File: src/rtl/dcache_pkg.sv
// rtl/dcache_pkg.sv - shared types and geometry helpers for the data cache controller
package dcache_pkg;

    localparam int WORD_W             = 32;
    localparam int DEFAULT_LINES      = 32;
    localparam int DEFAULT_LINE_WORDS = 4;
    localparam int LINE_W             = WORD_W * DEFAULT_LINE_WORDS;

    typedef enum logic [1:0] {
        IDLE      = 2'd0,
        WRITEBACK = 2'd1,
        ALLOCATE  = 2'd2
    } state_t;

    // Byte-offset bits covering one line (word select plus the two byte bits).
    function automatic int off_bits(input int line_words);
        return $clog2(line_words) + 2;
    endfunction

    function automatic int idx_bits(input int lines);
        return $clog2(lines);
    endfunction

    function automatic int tag_bits(input int lines, input int line_words);
        return 32 - off_bits(line_words) - idx_bits(lines);
    endfunction

    function automatic int line_width(input int line_words);
        return WORD_W * line_words;
    endfunction

endpackage

File: src/rtl/dcache_array.sv
// rtl/dcache_array.sv - tag, data, valid and dirty storage for the direct-mapped cache
module dcache_array
    import dcache_pkg::*;
#(
    parameter int LINES      = DEFAULT_LINES,
    parameter int LINE_WORDS = DEFAULT_LINE_WORDS,
    localparam int IDX_W     = idx_bits(LINES),
    localparam int TAG_W     = tag_bits(LINES, LINE_WORDS),
    localparam int WSEL_W    = $clog2(LINE_WORDS),
    localparam int LW        = line_width(LINE_WORDS)
) (
    input  logic              clk_i,
    input  logic              rst_i,
    input  logic [IDX_W-1:0]  rd_idx,
    output logic              rd_valid,
    output logic              rd_dirty,
    output logic [TAG_W-1:0]  rd_tag,
    output logic [LW-1:0]     rd_line,
    input  logic              wr_en,
    input  logic [IDX_W-1:0]  wr_idx,
    input  logic [WSEL_W-1:0] wr_word,
    input  logic [31:0]       wr_data,
    input  logic              fill_en,
    input  logic [IDX_W-1:0]  fill_idx,
    input  logic [TAG_W-1:0]  fill_tag,
    input  logic [LW-1:0]     fill_line
);

    logic [LINES-1:0] valid_q;
    logic [LINES-1:0] dirty_q;
    logic [TAG_W-1:0] tag_q  [LINES];
    logic [LW-1:0]    data_q [LINES];

    assign rd_valid = valid_q[rd_idx];
    assign rd_dirty = dirty_q[rd_idx];
    assign rd_tag   = tag_q[rd_idx];
    assign rd_line  = data_q[rd_idx];

    // Line status: fill marks the line valid and clean, a word write marks it dirty.
    always_ff @(posedge clk_i) begin
        if (rst_i) begin
            valid_q <= '0;
            dirty_q <= '0;
        end else if (fill_en) begin
            valid_q[fill_idx] <= 1'b1;
            dirty_q[fill_idx] <= 1'b0;
        end else if (wr_en) begin
            dirty_q[wr_idx] <= 1'b1;
        end
    end

    // Tag and data payload are never reset; valid gates their use.
    always_ff @(posedge clk_i) begin
        if (fill_en) begin
            tag_q[fill_idx]  <= fill_tag;
            data_q[fill_idx] <= fill_line;
        end else if (wr_en) begin
            data_q[wr_idx][32*wr_word +: 32] <= wr_data;
        end
    end

endmodule

File: src/rtl/dcache_ctrl.sv
// rtl/dcache_ctrl.sv - direct-mapped write-back write-allocate data cache controller
module dcache_ctrl
    import dcache_pkg::*;
#(
    parameter int LINES      = DEFAULT_LINES,
    parameter int LINE_WORDS = DEFAULT_LINE_WORDS
) (
    input  logic                    clk_i,
    input  logic                    rst_i,
    input  logic                    cpu_req_i,
    input  logic                    cpu_we_i,
    input  logic [31:0]             cpu_addr_i,
    input  logic [31:0]             cpu_wdata_i,
    output logic [31:0]             cpu_rdata_o,
    output logic                    cpu_stall_o,
    output logic                    mem_req_o,
    output logic                    mem_we_o,
    output logic [31:0]             mem_addr_o,
    output logic [32*LINE_WORDS-1:0] mem_wdata_o,
    input  logic [32*LINE_WORDS-1:0] mem_rdata_i,
    input  logic                    mem_ack_i
);

    localparam int OFF    = off_bits(LINE_WORDS);
    localparam int IDX_W  = idx_bits(LINES);
    localparam int TAG_W  = tag_bits(LINES, LINE_WORDS);
    localparam int WSEL_W = $clog2(LINE_WORDS);
    localparam int LW     = line_width(LINE_WORDS);

    state_t state_q, state_d;
    logic   mem_req_q, mem_we_q;

    logic [IDX_W-1:0]  req_idx;
    logic [TAG_W-1:0]  req_tag;
    logic [WSEL_W-1:0] req_word;
    logic              unused_addr_bits;

    logic              rd_valid, rd_dirty, hit;
    logic [TAG_W-1:0]  rd_tag;
    logic [LW-1:0]     rd_line;
    logic              wr_en, fill_en;

    assign req_word         = cpu_addr_i[OFF-1:2];
    assign req_idx          = cpu_addr_i[OFF+IDX_W-1:OFF];
    assign req_tag          = cpu_addr_i[31:OFF+IDX_W];
    assign unused_addr_bits = ^cpu_addr_i[1:0];

    dcache_array #(
        .LINES      (LINES),
        .LINE_WORDS (LINE_WORDS)
    ) u_array (
        .clk_i     (clk_i),
        .rst_i     (rst_i),
        .rd_idx    (req_idx),
        .rd_valid  (rd_valid),
        .rd_dirty  (rd_dirty),
        .rd_tag    (rd_tag),
        .rd_line   (rd_line),
        .wr_en     (wr_en),
        .wr_idx    (req_idx),
        .wr_word   (req_word),
        .wr_data   (cpu_wdata_i),
        .fill_en   (fill_en),
        .fill_idx  (req_idx),
        .fill_tag  (req_tag),
        .fill_line (mem_rdata_i)
    );

    assign hit         = rd_valid & (rd_tag == req_tag);
    assign cpu_rdata_o = hit ? rd_line[32*req_word +: 32] : 32'd0;
    assign cpu_stall_o = (state_q != IDLE) | (cpu_req_i & ~hit);
    assign mem_req_o   = mem_req_q;
    assign mem_we_o    = mem_we_q;

    // State register; memory request/direction are registered from the next state.
    always_ff @(posedge clk_i) begin
        if (rst_i) begin
            state_q   <= IDLE;
            mem_req_q <= 1'b0;
            mem_we_q  <= 1'b0;
        end else begin
            state_q   <= state_d;
            mem_req_q <= (state_d != IDLE);
            mem_we_q  <= (state_d == WRITEBACK);
        end
    end

    // Next-state, array write enables and memory address/data muxing.
    always_comb begin
        state_d     = state_q;
        wr_en       = 1'b0;
        fill_en     = 1'b0;
        mem_addr_o  = 32'd0;
        mem_wdata_o = '0;
        case (state_q)
            IDLE: begin
                if (cpu_req_i) begin
                    if (hit) begin
                        wr_en = cpu_we_i;
                    end else if (rd_valid & rd_dirty) begin
                        state_d = WRITEBACK;
                    end else begin
                        state_d = ALLOCATE;
                    end
                end
            end
            WRITEBACK: begin
                mem_addr_o  = {rd_tag, req_idx, {OFF{1'b0}}};
                mem_wdata_o = rd_line;
                if (mem_ack_i) begin
                    state_d = ALLOCATE;
                end
            end
            ALLOCATE: begin
                mem_addr_o = {req_tag, req_idx, {OFF{1'b0}}};
                if (mem_ack_i) begin
                    fill_en = 1'b1;
                    state_d = IDLE;
                end
            end
            default: state_d = IDLE;
        endcase
    end

endmodule

File: config.mk
export PLATFORM = sky130hd
export DESIGN_NAME = dcache_ctrl
export DESIGN_NICKNAME = d
export VERILOG_FILES = /design/src/rtl/dcache_pkg.sv /design/src/rtl/dcache_array.sv /design/src/rtl/dcache_ctrl.sv
export SDC_FILE = /design/constraint.sdc
export NUM_CORES = 2
export LEC_CHECK = 0
export ABC_CLOCK_PERIOD_IN_PS = 7550
export CAP_MARGIN = 20
export CORE_MARGIN = 3
export CORE_UTILIZATION = 43
export CTS_CLUSTER_DIAMETER = 80
export DETAILED_ROUTE_END_ITERATION = 12
export HOLD_SLACK_MARGIN = 0.02
export SETUP_SLACK_MARGIN = 0.3
export SYNTH_ARGS = -nofsm -noshare
export SYNTH_HDL_FRONTEND = slang
export SYNTH_MEMORY_MAX_BITS = 65536
export SYNTH_SLANG_ARGS = --single-unit
File: constraint.sdc
create_clock -name clk_i -period 7.55 [get_ports clk_i]
set_input_delay 2.265 -clock clk_i [delete_from_list [all_inputs] [get_ports clk_i]]
set_output_delay 2.265 -clock clk_i [all_outputs]
set_load 0.01 [all_outputs]
==> summary.txt <==
drt wl/cell = 36.95 um
hold crit path type = reg2reg
classification of the worst setup path = in2out
clock latency on the worst-skew pair = 1030 ps
period utilization = 108.8%
asr flop ratio synth = 0%
first-pass GRT wire length = 865.6 mm
#FFs+latches synth = 4900
Cells after DPL = 15879
cell-internal power = 44.93 mW
RSZ-0062 raised after global routing = yes
worst slew pin tran = 1190 ps
Die ar. = 448000 um2
1st-iter DRT viols = 15509
synth top area cells = edfxtp_1 (77%), mux4_2 (13%), mux2i_1 (2.6%)
Critical R2R Capture = u_array.data_q[17][107]$_DFFE_PP_
Post-synth EDFFs = 4832
CTS tree = built
Max Cap Viol = 0
antenna viol nets, final = 0
Yosys warnings = 0
CTS Sinks = 4900
Synth cell types = 51
Crit path top cell by count = buf_12
Net Sw Frac = 22.08%
clock root buffer = clkbuf_16
Startpoint Class = input port
vias in the first global route = 104088
Via density = 6.196
final worst slack = -660.8 ps
VDD IR max = 0.2301 mV
worst path bufs/invs = 9
Synth area leader = edfxtp_1
H-tree depth = 5
largest net degree at the start of global routing = 79
Max transition margin = 20.48%
Worst Reg-to-Reg Cells = 17
failing checks = setup timing
clock skew = 99.36 ps
routed vias = 107108
Fmax = 121.8 MHz
gr usage total = 28.16%
final count of negative-setup-slack endpoints = 42
worst-path cell chain = buf_12, buf_12, or4b_4, buf_12, o22ai_4, nor4_4, and3_1, or4_4, nor4_4, buf_4, and3b_4, buf_12, buf_16, buf_6, buf_6, and2_4, buf_6
power density cells = 238.7 nW/um2
crit path launch = cpu_addr_i[6]
Core ar. = 436300 um2
Die Ht = 669.3 um
Syn-to-layout area delta = 27.68%
endpoints failing hold = 0
R2R Setup Slk = 2420 ps
nets@finish = 11184
reg2reg start = u_array.tag_q[5][16]$_DFFE_PP_
drt pass-1 iters = 8
share of layout cells above drive strength 1 = 39.42%
area share of the largest cell type after synthesis = 76.70%
total gr overflow = 0
Post-synth top flop = edfxtp_1
post-synthesis sequential area ratio = 77.42%
clock period minus final worst setup slack = 8211 ps
Syn Area/Cell = 21.33 um2
fin area = 241500 um2
initial antenna violation count = 49
Placed Area = 216100 um2
Post-Syn Area = 189200 um2
Mapped Cells = 8870
Routability Congestion = 0.8693
post-route core utilization = 55.36%
WL final = 638.7 mm
CP top delay family = simple AND/OR/NAND/NOR gates
count leader, synth = edfxtp_1
slowest stage delay, CP = 570 ps
status = finished with violations
setup TNS = -18400 ps
# IOs = 392
CP required = 5290 ps
Bufs on Longest Clock Path = 4
clock network fraction of total power = 40.3%
Data arrival, critical path = 5950 ps
slowest CP cell = or4_4
starting density of the core = 43.36%
CP Capture Type = output pin
Levels on crit path = 17
final std cells w/o fill = 17287
Gate power share = 7.8%
DP HPWL = 388.5 mm
DRC violations left = 0
Inserted Clock Buffers = 476
Pleak = 79.04 nW
clock-pin transition on the worst setup and hold timing paths = 70 ps
crit-path max FO = 7
Buffers on Ports = 385
synth cell count leaders = edfxtp_1 (4832), mux4_2 (1072), a22oi_1 (539)
switching pwr = 12.73 mW
Chip Width = 669.3 um
Critical path destination = cpu_rdata_o[4]
Site Rows = 242
Tot Pwr = 57.66 mW
Slew Limit Fails = 0
Sequential Power Share = 51.9%
## cells in the final DEF, fill, tap and decap left out, types with 16 or more instances in the layout
master,n
edfxtp_1,4832
mux4_2,1072
buf_4,779
buf_12,593
clkbuf_16,486
mux2i_1,358
buf_6,315
a22oi_2,305
a22oi_1,234
clkdlybuf4s50_1,202
nand2_1,183
nor2_4,161
o22ai_1,154
inv_1,136
mux2i_2,136
nand4_1,130
clkinv_1,124
clkinv_2,100
nor2_1,99
buf_16,96
clkbuf_1,93
and2_4,87
and2_1,81
dfxtp_1,68
buf_2,65
buf_8,62
diode_2,57
bufinv_16,40
o21a_1,33
nor3_1,32
nor4_2,27
nor2b_1,27
a21oi_1,24
and3_1,22
clkinvlp_4,19
nor4_1,16
o22ai_2,16
## metal layers
layer	vias up	part of all wire, %	global-route usage, %
met5	-	0.029	0
met4	24	5.5	13.68
met3	1107	11	7.299
met2	6879	47	43.51
met1	57413	36	37.36
li1	41685	-	-
## what timing repair did
action,in CTS,in global routing
pin swaps,278,180
hold buffers,0,0
resized for setup,1425,393
setup endpoints to repair,182,159
buffers inserted,320,94
gates cloned,59,4
## layout make-up
| type | instances | area [um2] |
|---|---|---|
| antenna | 57 | 142.6 |
| clock buffer | 575 | 12410 |
| clock inverter | 299 | 2659 |
| fill | 32344 | 194800 |
| inverter | 137 | 515.5 |
| multi-input combinational | 3307 | 44090 |
| sequential | 4900 | 146500 |
| tap | 5856 | 7327 |
| timing repair buffer | 2156 | 27940 |
## power groups by stage
stage | Clock, mW | Combinational, mW | Sequential, mW
finish | 23.2 | 4.51 | 29.9
global route | 24.5 | 4.63 | 29.9
CTS | 23.5 | 4.34 | 29.9
detailed placement | 0 | 3.76 | 30.5
global placement | 0 | 3.71 | 30.5
floorplan | 0 | 1.59 | 30.5
## sequential cells by signal (all words and copies together) (netlist names), named ones only
name,count
mem_we_o,1
u_array.valid_q,32
u_array.tag_q,736
state_q,2
u_array.data_q,4096
mem_req_o,1
## kinds of logic after synthesis
group | Yosys count | synth area share, %
flops | 4900 | 77.42
fa+ha+maj | 9 | 0.05952
other cells | 1 | 0.001982
compound gates | 797 | 3.022
mux | 1570 | 15.40
buf+inv | 666 | 1.536
simple gates | 927 | 2.565
## through the flow
stage	setup WS (ps)	hold slack (ps)
2_1_floorplan	309.1	434.8
3_3_place_gp	-1323	441.1
3_5_place_dp	-1317	453.4
4_1_cts	-596.9	467.5
5_1_grt	-719.6	477.7
6_report	-660.8	469.6
## worst min path at each step
stage | start | to | slack, ps | depth (start not counted)
after floorplan | u_array.valid_q[10]$_SDFFE_PP0P_ | u_array.valid_q[10]$_SDFFE_PP0P_ | 430 | 2
after global placement | flop | flop | 440 | 1
after CTS | flop | flop | 470 | 1
final | flop | flop | 470 | 1
after detailed placement | flop | flop | 450 | 1
after global routing | flop | flop | 480 | 1
(Power assumes the default switching activity.)
